$ cat src/rtl/scan_frame_packer_pkg.sv
// Shared definitions for the A-scan frame packer: default frame constants,
// FSM state encoding and a saturating counter helper.
package scan_frame_packer_pkg;

    localparam logic [15:0] HDR_WORD_DEF  = 16'hA55A;
    localparam int          FRAME_LEN_DEF = 512;
    localparam int          USEDW_W_DEF   = 11;
    localparam int          HIGH_WM_DEF   = 1900;

    typedef enum logic [2:0] {
        ST_IDLE = 3'd0,
        ST_HDR0 = 3'd1,
        ST_HDR1 = 3'd2,
        ST_HDR2 = 3'd3,
        ST_DATA = 3'd4,
        ST_CSUM = 3'd5
    } state_t;

    function automatic logic [15:0] sat_inc16(input logic [15:0] v);
        return (v == 16'hFFFF) ? v : v + 16'd1;
    endfunction

endpackage

$ cat src/rtl/scan_frame_packer_csum16.sv
// Frame checksum accumulator: clear at frame start, add each written sample,
// present the bitwise complement of the running 16-bit sum.
module scan_frame_packer_csum16 (
    input  logic        Clk,
    input  logic        Rst_n,
    input  logic        clear,
    input  logic        acc_en,
    input  logic [15:0] data,
    output logic [15:0] csum
);

    logic [15:0] sum;

    always_ff @(posedge Clk or negedge Rst_n) begin
        if (!Rst_n) begin
            sum <= 16'd0;
        end else if (clear) begin
            sum <= 16'd0;
        end else if (acc_en) begin
            sum <= sum + data;
        end
    end

    assign csum = ~sum;

endmodule

$ cat src/rtl/scan_frame_packer.sv
// Packs ADC samples into A-scan frames (sync, position/seq, length, samples,
// checksum) for the USB upload FIFO; never stalls the ADC, drops on high-water.
//
// state | meaning
// IDLE  | not armed; waiting for start
// HDR0  | write sync word (stalls without room)
// HDR1  | write {position, seq} (stalls without room)
// HDR2  | write frame length, reset checksum and sample counter
// DATA  | write valid samples while room, count drops otherwise
// CSUM  | write complemented checksum, then next frame or idle
module scan_frame_packer
    import scan_frame_packer_pkg::*;
#(
    parameter int          FRAME_LEN = FRAME_LEN_DEF,
    parameter logic [15:0] HDR_WORD  = HDR_WORD_DEF,
    parameter int          USEDW_W   = USEDW_W_DEF,
    parameter int          HIGH_WM   = HIGH_WM_DEF
) (
    input  logic               Clk,
    input  logic               Rst_n,
    input  logic               start,
    input  logic               stop,
    input  logic [15:0]        num_frames,
    input  logic [15:0]        sample_data,
    input  logic               sample_valid,
    input  logic [7:0]         position,
    input  logic [USEDW_W-1:0] usb_fifo_usedw,
    output logic               usb_fifo_wrreq,
    output logic [15:0]        usb_fifo_wrdata,
    output logic               busy,
    output logic [15:0]        drop_cnt,
    output logic               overflow
);

    localparam logic [15:0] FRAME_LEN_W = 16'(FRAME_LEN);

    state_t      state;
    state_t      state_nxt;
    logic        room;
    logic [15:0] frames_left;
    logic [15:0] samples_left;
    logic [7:0]  seq;
    logic        stop_seen;
    logic        stop_now;
    logic [15:0] csum;

    logic        load_run;
    logic        wr_en;
    logic [15:0] wr_val;
    logic        len_en;
    logic        acc_en;
    logic        drop_en;
    logic        trl_en;
    logic        run_end;

    assign room     = (32'(usb_fifo_usedw) < HIGH_WM);
    // a stop arriving in the very cycle the checksum goes out still ends the run
    assign stop_now = stop_seen | stop;

    always_ff @(posedge Clk or negedge Rst_n) begin
        if (!Rst_n) begin
            state <= ST_IDLE;
        end else begin
            state <= state_nxt;
        end
    end

    always_comb begin
        state_nxt = state;
        case (state)
            ST_IDLE: if (start) state_nxt = ST_HDR0;
            ST_HDR0: if (room) state_nxt = ST_HDR1;
            ST_HDR1: if (room) state_nxt = ST_HDR2;
            ST_HDR2: if (room) state_nxt = ST_DATA;
            ST_DATA: begin
                if (sample_valid && room && samples_left == 16'd1) begin
                    state_nxt = ST_CSUM;
                end
            end
            ST_CSUM: begin
                if (room) begin
                    state_nxt = (stop_now || frames_left == 16'd1) ? ST_IDLE : ST_HDR0;
                end
            end
            default: state_nxt = ST_IDLE;
        endcase
    end

    always_comb begin
        load_run = 1'b0;
        wr_en    = 1'b0;
        wr_val   = 16'd0;
        len_en   = 1'b0;
        acc_en   = 1'b0;
        drop_en  = 1'b0;
        trl_en   = 1'b0;
        run_end  = 1'b0;
        case (state)
            ST_IDLE: load_run = start;
            ST_HDR0: begin
                wr_en  = room;
                wr_val = HDR_WORD;
            end
            ST_HDR1: begin
                wr_en  = room;
                wr_val = {position, seq};
            end
            ST_HDR2: begin
                wr_en  = room;
                wr_val = FRAME_LEN_W;
                len_en = room;
            end
            ST_DATA: begin
                wr_val = sample_data;
                if (sample_valid) begin
                    wr_en   = room;
                    acc_en  = room;
                    drop_en = !room;
                end
            end
            ST_CSUM: begin
                wr_en   = room;
                wr_val  = csum;
                trl_en  = room;
                run_end = room && (stop_now || frames_left == 16'd1);
            end
            default: ;
        endcase
    end

    scan_frame_packer_csum16 u_csum (
        .Clk    (Clk),
        .Rst_n  (Rst_n),
        .clear  (len_en),
        .acc_en (acc_en),
        .data   (sample_data),
        .csum   (csum)
    );

    always_ff @(posedge Clk or negedge Rst_n) begin
        if (!Rst_n) begin
            usb_fifo_wrreq  <= 1'b0;
            usb_fifo_wrdata <= 16'd0;
            busy            <= 1'b0;
            drop_cnt        <= 16'd0;
            overflow        <= 1'b0;
            frames_left     <= 16'd0;
            samples_left    <= 16'd0;
            seq             <= 8'd0;
            stop_seen       <= 1'b0;
        end else begin
            usb_fifo_wrreq <= wr_en;
            if (wr_en) begin
                usb_fifo_wrdata <= wr_val;
            end

            if (load_run) begin
                busy        <= 1'b1;
                frames_left <= num_frames;
                drop_cnt    <= 16'd0;
                overflow    <= 1'b0;
                stop_seen   <= stop;
            end else if (state != ST_IDLE && stop) begin
                stop_seen <= 1'b1;
            end

            if (len_en) begin
                samples_left <= FRAME_LEN_W;
            end else if (acc_en) begin
                samples_left <= samples_left - 16'd1;
            end

            if (drop_en) begin
                drop_cnt <= sat_inc16(drop_cnt);
                overflow <= 1'b1;
            end

            // frames_left of 0 means continuous and is never decremented
            if (trl_en) begin
                seq <= seq + 8'd1;
                if (run_end) begin
                    busy <= 1'b0;
                end else if (frames_left != 16'd0) begin
                    frames_left <= frames_left - 16'd1;
                end
            end
        end
    end

endmodule
$ cat config.mk
export PLATFORM = sky130hd
export DESIGN_NAME = scan_frame_packer
export DESIGN_NICKNAME = d
export VERILOG_FILES = /design/src/rtl/scan_frame_packer_pkg.sv /design/src/rtl/scan_frame_packer_csum16.sv /design/src/rtl/scan_frame_packer.sv
export SDC_FILE = /design/constraint.sdc
export NUM_CORES = 1
export LEC_CHECK = 0
export ABC_AREA = 0
export ABC_CLOCK_PERIOD_IN_PS = 4450
export CAP_MARGIN = 20
export CORE_UTILIZATION = 58
export CTS_BUF_LIST = sky130_fd_sc_hd__clkbuf_16
export DETAILED_ROUTE_END_ITERATION = 10
export GPL_TIMING_DRIVEN = 0
export PLACE_DENSITY = 0.94
export SYNTH_ARGS = -nofsm -noshare
export SYNTH_HDL_FRONTEND = slang
export SYNTH_SLANG_ARGS = --single-unit
$ cat constraint.sdc
create_clock -name Clk -period 4.45 [get_ports Clk]
set_clock_uncertainty 0.2 [all_clocks]
set_input_delay 0.445 -clock Clk [delete_from_list [all_inputs] [get_ports Clk]]
set_output_delay 0.445 -clock Clk [all_outputs]
set_load 0.02 [all_outputs]
# Word-level counts from Yosys, hierarchy flattened
# Cells that the tools add are included.
# op_classes
addsub,5
order_cmp,1
n_eq_ne,15
mux,36
bitwise_logic,2
reduce_logical,15
# op_table
op,n
16-bit two-way mux,11
16-bit one-hot mux with 5 select lines,1
"16-bit by 1-bit equality test with 1-bit output, second input constant",2
"16-bit by 1-bit subtractor with 16-bit output, second input constant",2
3-bit two-way mux,6
3-bit one-hot mux with 6 select lines,1
"16-bit by 1-bit adder with 16-bit output, second input constant",1
16-bit adder,1
"16-bit equality test, second input constant",1
1-bit two-way mux,16
16-bit NOT,1
16-bit nonzero test,1
"2-bit != test, second input constant",7
"11-bit less-than comparator, second input constant",1
"8-bit by 1-bit adder with 8-bit output, second input constant",1
"3-bit by 2-bit equality test with 1-bit output, second input constant",2
"3-bit equality test, second input constant",2
6-bit AND reduction,1
2-bit nonzero test,3
1-bit logical AND,4
4-bit OR reduction,1
"3-bit by 1-bit equality test with 1-bit output, second input constant",1
3-bit logical NOT,1
3-bit nonzero test,1
5 further kinds,5
# totals
ff_bits,95
in_bits,56
out_inout_bits,35
word_cells,85

# Depth between registers and ports, before layout
# Gate-level depths: netlist of run 1.
# logic_depth
depth_word,6
ltp_mapped,10
mapped_depth_nobuf,10

# Modules after synthesis
# Synthesis of run 1 repeated with hierarchy kept, for this count alone.
# hier_totals
cells_unflattened,659
area_unflattened_um2,5992.0
# modules_own_cells
module,instances,cells_per_inst,area_per_inst_um2,seq_area_each_um2
scan_frame_packer,1,477,4481.8,1976.9
scan_frame_packer_csum16,1,182,1510.2,400.4

# Worst setup path after synthesis of run 1
# Ideal clock, no wire load.
# synth_timing
path_type,input-to-reg
startpoint,input port sample_data[0]
endpoint,register u_csum.sum[12]
setup_time_ns,0.149
t_arrival_ns,2.219
required_time_ns,4.101
slack_ns,1.882
cell_stages,10
n_path_buf,0
path_cell_list,ha_1 -> inv_1 -> fa_1 -> nor2b_1 -> o21ai_0 -> a21oi_1 -> o31ai_1 -> o21ai_0 -> mux2i_1 -> o311ai_0
# synth_between
elab_chain_cells,3
# synth_lines
item,line,text
"start, declared",scan_frame_packer.sv:24,"input logic [15:0] sample_data,"
16-bit adder,scan_frame_packer_csum16.sv:20,sum <= sum + data;
16-bit two-way mux,scan_frame_packer_csum16.sv:19,end else if (acc_en) begin
16-bit two-way mux,scan_frame_packer_csum16.sv:17,end else if (clear) begin
"end signal, assigned",scan_frame_packer_csum16.sv:20,
"end, declared",scan_frame_packer_csum16.sv:12,logic [15:0] sum;
# Every way passes these cells. The select of a mux whose other input is x is not followed.
# A chain may end at the register's enable or synchronous reset.

# Worst setup path in the final report of run 1
# Ends and elaborated chain as after synthesis.

==> results.yml, run 1 <==
layout:
  nFillCells: 653
  design_area_mm2: 0.00701
  fin_nets: 813
  syn_to_final_growth_pct: 24.4
  drive_gt1_share_pct: 4.46
  antenna_cells: 0
  finalNonFillerCells: 869
  fin_util_pct: 75.2
logic_synthesis:
  synth.area.top_cells: "dfrtp_1, ha_1, o21ai_0, a21oi_1, nor2_1"
  synth_edf_count: 0
  synth_seq_cells: 95
  synthesis.nets: 712
  synth_seq_area_share_pct: 42.2
  avgSynthCellArea_um2: 8.89
  synth_area_mm2: 0.00564
  synthTopCellsByCount: "dfrtp_1, nor2_1, nand2_1"
  synthArstFlopShare_pct: 100
  yosysWarnings: 0
  ys_types: 58
  syn_inst: 634
  synth_top_area_share_pct: 42.2
  ys.flop_type: "dfrtp_1"
  yosys.cell_count.top_type: "dfrtp_1"
  yosys.area.top_type: "dfrtp_1"
drt:
  vias: 5436
  wl_per_cell_um: 17.5
  ant_nets: 0
  drt-total-wl_mm: 15.2
  drt-vias-per-instance: 6.26
  drtPass1Iterations: 5
  drt_drc_violations_left: 0
  drtIter0Drc: 473
placement:
  dpl.hpwl_mm: 11.1
  place_congestion: 0.967
  placed_area_mm2: 0.00671
  port_buffers: 88
  place_ws_ps: 960
  dp.cells: 852
timing:
  hold-worst-slack_ps: 285
  setup_violations: 0
  worst_pin_slew_ps: 794
  fin_crit_sh_pct: 72.9
  finalCriticalPeriod_ps: 3240
  setup_tns_ps: 0
  max_freq_ghz: 0.308
  timing.slew.headroom_pct: 46.7
  hold_violations: 0
  rsz0062_at_grt: "false"
  finalWorstSetupSlack_ps: 1210
  drv_slew: 0
clocking:
  clock_latency_ps: 340
  cts-root-buf: "clkbuf_16"
  numCtsBuffers: 9
  cts.sinks: 95
  cts_resized: 0
  cts.path.max_buffers: 2
  path_clk_slew_ps: 70
  h-tree-depth: 3
  cts_tree: "done"
floorplanning:
  die_x_um: 101
  start_util_pct: 60.4
  die_y_um: 101
  core-area_mm2: 0.00933
  dieArea_mm2: 0.0101
  pin_count: 91
  rows: 35
critical_path:
  crit_path_start_kind: "input pin"
  critPathArrivalTime_ps: 3220
  cp.required_ps: 4430
  crit_path_end_kind: "flip-flop"
  path_max_fanout: 4
  crit_type: "input pin to flip-flop"
global_route:
  grt_util_all_layers_pct: 31.7
  grt_pass1_wl_mm: 25.2
  grt_pass1_vias: 5298
  grt_max_degree: 63
  grt_overflow_total: 0
  antenna_found_initial: 0
worst_hold_path:
  hold_path_class: "flip-flop to flip-flop"
run:
  drv_cap: 0
run_status:
  status: "finished, final reports clean"
pwr:
  power_density_mw_per_mm2: 584
  leakage_nw: 2.99
  irDropWorstVdd_mv: 0.386
  power_mw: 4.09
[area by class of cell]
class,count,area [µm²],area share [%]
clock buffer,9,225,3.21
sequential,95,2380,33.9
timing repair buffer,90,916,13.1
buffer,29,119,1.70
multi-input combinational,486,3050,43.5
tap,129,161,2.30
inverter,24,90.1,1.28
clock inverter,7,71.3,1.02
[placed cells by master, fill, tap and decap left out, types with 7 or more instances in the layout]
cell type,Yosys,layout
o22a_1,8,8
a21oi_1,46,46
mux2i_1,8,8
o221a_1,8,8
xor2_1,23,23
clkbuf_1,24,24
nor3_1,17,17
ha_1,21,21
dfrtp_1,95,95
xnor2_1,15,15
nor2b_1,15,15
o21ai_0,50,50
a21o_1,10,10
a22oi_1,8,8
clkdlybuf4s50_1,0,87
nand4_1,10,10
nand2_1,58,58
and3_1,9,9
a31oi_1,8,8
clkbuf_16,0,9
inv_1,23,24
nor2_1,59,59
nand3_1,36,36
nor4_1,7,7
[where the power goes]
group	internal (mW)	switching [mW]
combinational	0.799	1.11
clock	0.437	0.340
sequential	1.14	0.269
[metal layers]
layer / wire length [µm] / GRT usage, % / vias up
met5: 0 / 0 / -
met1: 6130 / 40.2 / 2595
met2: 7500 / 53.9 / 302
li1: - / - / 2482
met4: 401 / 13.3 / 0
met3: 1210 / 5.41 / 57
[final timing paths]
| check | slack [ps] | startpoint | to | cells past startpoint |
|---|---|---|---|---|
| max | 1210 | sample_data[0] | u_csum.sum[12]$_DFFE_PN0P_ | 11 |
| min | 280 | usb_fifo_wrdata[4]$_DFFE_PN0P_ | usb_fifo_wrdata[4]$_DFFE_PN0P_ | 2 |
| max reg2reg | 1410 | u_csum.sum[0]$_DFFE_PN0P_ | u_csum.sum[12]$_DFFE_PN0P_ | 10 |
| min reg2reg | 280 | usb_fifo_wrdata[4]$_DFFE_PN0P_ | usb_fifo_wrdata[4]$_DFFE_PN0P_ | 2 |
| max in group asynchronous | 3000 | Rst_n | samples_left[6]$_DFFE_PN0P_ | 3 |
| min in group asynchronous | 400 | Rst_n | frames_left[9]$_DFF_PN0_ | 2 |
[cell families (layout without fill, tap and decap cells)]
logic type	after synthesis	count (layout)	synth area share [%]
AND/OR/NAND/NOR	238	238	20.7
AO/OA/AOI/OAI	177	177	20.5
flip-flops	95	95	42.2
buffers and inverters	53	159	3.71
XOR/XNOR	38	38	5.90
adder cells (fa/ha/maj)	22	22	5.02
multiplexers	11	11	2.02
[worst max-delay path, stage by stage]
cell and delay, ps:
clkdlybuf4s50_1 500, ha_1 210, inv_1 60, fa_1 400, nor2b_1 120, o21ai_0 140
a21oi_1 220, o31ai_1 90, o21ai_0 590, mux2i_1 250, o311ai_0 180
[state kept, by name (all words and copies together) (netlist names)]
signal	count
u_csum.sum	16
stop_seen	1
frames_left	16
usb_fifo_wrdata	16
seq	8
usb_fifo_wrreq	1
samples_left	16
state	3
drop_cnt	16
busy	1
overflow	1
[timing repair]
item / in CTS / in global routing
hold buffers: 1 / 0
endpoints found under the hold margin: 33 / 0
buffers inserted: 0 / 0
Power figures use the tool's default switching activity.
==> run 2, diff against run 1 <==
ABC_CLOCK_PERIOD_IN_PS = 2640   (was 4450)
CORE_UTILIZATION = 49   (was 58)
PLACE_DENSITY = 0.85   (was 0.94)
clock period = 2.64 ns   (was 4.45 ns; I/O delays follow)
==> run 2 against run 1 <==
Against the previous run: sequential share of layout area fell by 0.77 points; critical path depth fell by 2; worst hold slack got worse by 140 ps; register-to-register slack got worse by 1300 ps; combinational power rose by 70%; total power rose by 69%; first-iteration DRC count fell by 5.7%; die area rose by 18%; via count fell by 2.2%; cell area rose by 2.3%; utilization fell by 10 points.
==> results.yml, run 2 (synthesis results as in run 1) <==
run_status:
  status: "finished, final reports clean"
critical_path:
  critPathArrivalTime_ps: 2610
  slowest_delay_ps: 470
  crit_type: "input pin to flip-flop"
  cp.required_ps: 2680
  crit_slowest_cell: "clkdlybuf4s50_1"
  worst-path-buf-inv: 1
  cp_cell_sequence: "clkdlybuf4s50_1, ha_1, o211ai_1, o21ai_1, a31oi_2, o31ai_2, xor2_1, o21ai_0, a21o_1"
  crit_path_end_kind: "flip-flop"
  cp_top_family: "compound AO/OA/AOI/OAI gates"
  crit_path_start_kind: "input pin"
  path_max_fanout: 5
layout:
  fin_nets: 821
  syn_to_final_growth_pct: 27.3
  drive_gt1_share_pct: 7.49
  multi_input_comb_area_mm2: 0.00314
  antenna_cells: 0
  nFillCells: 884
  seq_area_mm2: 0.00238
  fin_util_pct: 65.0
  final_cell_mix: "dfrtp_1, clkdlybuf4s50_1, nand2_1"
  design_area_mm2: 0.00717
  final_common_cell: "dfrtp_1"
  finalNonFillerCells: 888
timing:
  drv_slew: 0
  max_freq_ghz: 0.388
  worst_pin_slew_ps: 709
  finalWorstSetupSlack_ps: 65.7
  timing.slew.headroom_pct: 52.4
  hold_violations: 0
  setup_violations: 0
  finalCriticalPeriod_ps: 2570
  fin_crit_sh_pct: 97.5
  rsz0062_at_grt: "true"
run:
  drv_cap: 0
clocking:
  cts.sinks: 95
  cts-root-buf: "clkbuf_16"
  clock_latency_ps: 350
  cts.path.max_buffers: 2
  cts_tree: "done"
  h-tree-depth: 3
  numCtsBuffers: 9
  path_clk_slew_ps: 70
global_route:
  grt_util_all_layers_pct: 26.8
  grt_use_met1_pct: 33.8
  grt_use_met3_pct: 6.16
  busiest_layer: "met2"
  antenna_found_initial: 0
  met2_usage_pct: 45.0
  grt_max_degree: 75
  grt_overflow_total: 0
  grt_pass1_vias: 5189
  grt_pass1_wl_mm: 24.6
drt:
  drtPass1Iterations: 5
  drtIter0Drc: 446
  ant_nets: 0
  drt_drc_violations_left: 0
  wl_per_cell_um: 17.2
  drt-vias-per-instance: 5.99
  drt-total-wl_mm: 15.3
  vias: 5315
placement:
  place_ws_ps: -669
  dp.cells: 863
  port_buffers: 88
  dpl.hpwl_mm: 11.0
  placed_area_mm2: 0.00672
  place_congestion: 0.929
floorplanning:
  rows: 38
  pin_count: 91
  start_util_pct: 51.1
  dieArea_mm2: 0.0119
  die_x_um: 109
  die_y_um: 109
  core-area_mm2: 0.0110
pwr:
  leakage_nw: 3.06
  power_density_mw_per_mm2: 967
  irDropWorstVdd_mv: 0.624
  power_mw: 6.94
worst_hold_path:
  hold_path_class: "input pin to async pin"
==> run 2: layout make-up <==
type                            count  area share, %
Tap cell                          140           2.44
Sequential cell                    95           33.1
Buffer                             29           1.69
Timing Repair Buffer               98           13.6
Clock buffer                        9           3.14
Inverter                           24           1.26
Clock inverter                      7          0.977
Multi-Input combinational cell    486           43.8
==> run 2: metrics by stage <==
stage | hold WS [ps] | setup TNS [ps]
after floorplan | -232 | 0
after global placement | 266 | -233490
after detailed placement | -15.6 | -14120
after CTS | 156 | -48.0
after global routing | 187 | -40.6
final | 148 | 0
==> run 2: final timing paths <==
check	start	end	slack, ps	cells past startpoint
setup / recovery	sample_data[4]	u_csum.sum[15]$_DFFE_PN0P_	70	9
setup reg to reg	u_csum.sum[4]$_DFFE_PN0P_	u_csum.sum[15]$_DFFE_PN0P_	80	8
hold reg to reg	usb_fifo_wrdata[2]$_DFFE_PN0P_	usb_fifo_wrdata[2]$_DFFE_PN0P_	290	2
max in group asynchronous	Rst_n	usb_fifo_wrdata[7]$_DFFE_PN0P_	1420	3
hold / removal	Rst_n	frames_left[2]$_DFF_PN0_	150	2
min in group Clk	usb_fifo_wrdata[2]$_DFFE_PN0P_	usb_fifo_wrdata[2]$_DFFE_PN0P_	290	2
==> run 2: worst reg2reg max path, delay by kind of cell, from the launching register on <==
family | cells | cell delay (ps)
AO/OA/AOI/OAI | 6 | 1230
flip-flops | 1 | 400
XOR/XNOR | 1 | 260
adder cells (fa/ha/maj) | 1 | 350
==> run 2: power by group <==
part	internal, mW	switching (mW)	total, mW
registers	1.92	0.457	2.38
logic	1.39	1.86	3.24
clock network	0.734	0.576	1.31
==> run 2: routing by layer <==
| layer | wire, µm | share of wire [%] |
|---|---|---|
| met4 | 326 | 2.1 |
| met3 | 1090 | 7.2 |
| met5 | 0 | 0 |
| met1 | 6390 | 42 |
| met2 | 7440 | 49 |
==> run 2: timing repair <==
action	in CTS	in global routing
setup buffers	0	8
endpoints found under the hold margin	22	0
cloned	0	0
hold buffers	1	0
endpoints found under the setup margin	24	59
pin swaps	0	3
resized for setup	8	16
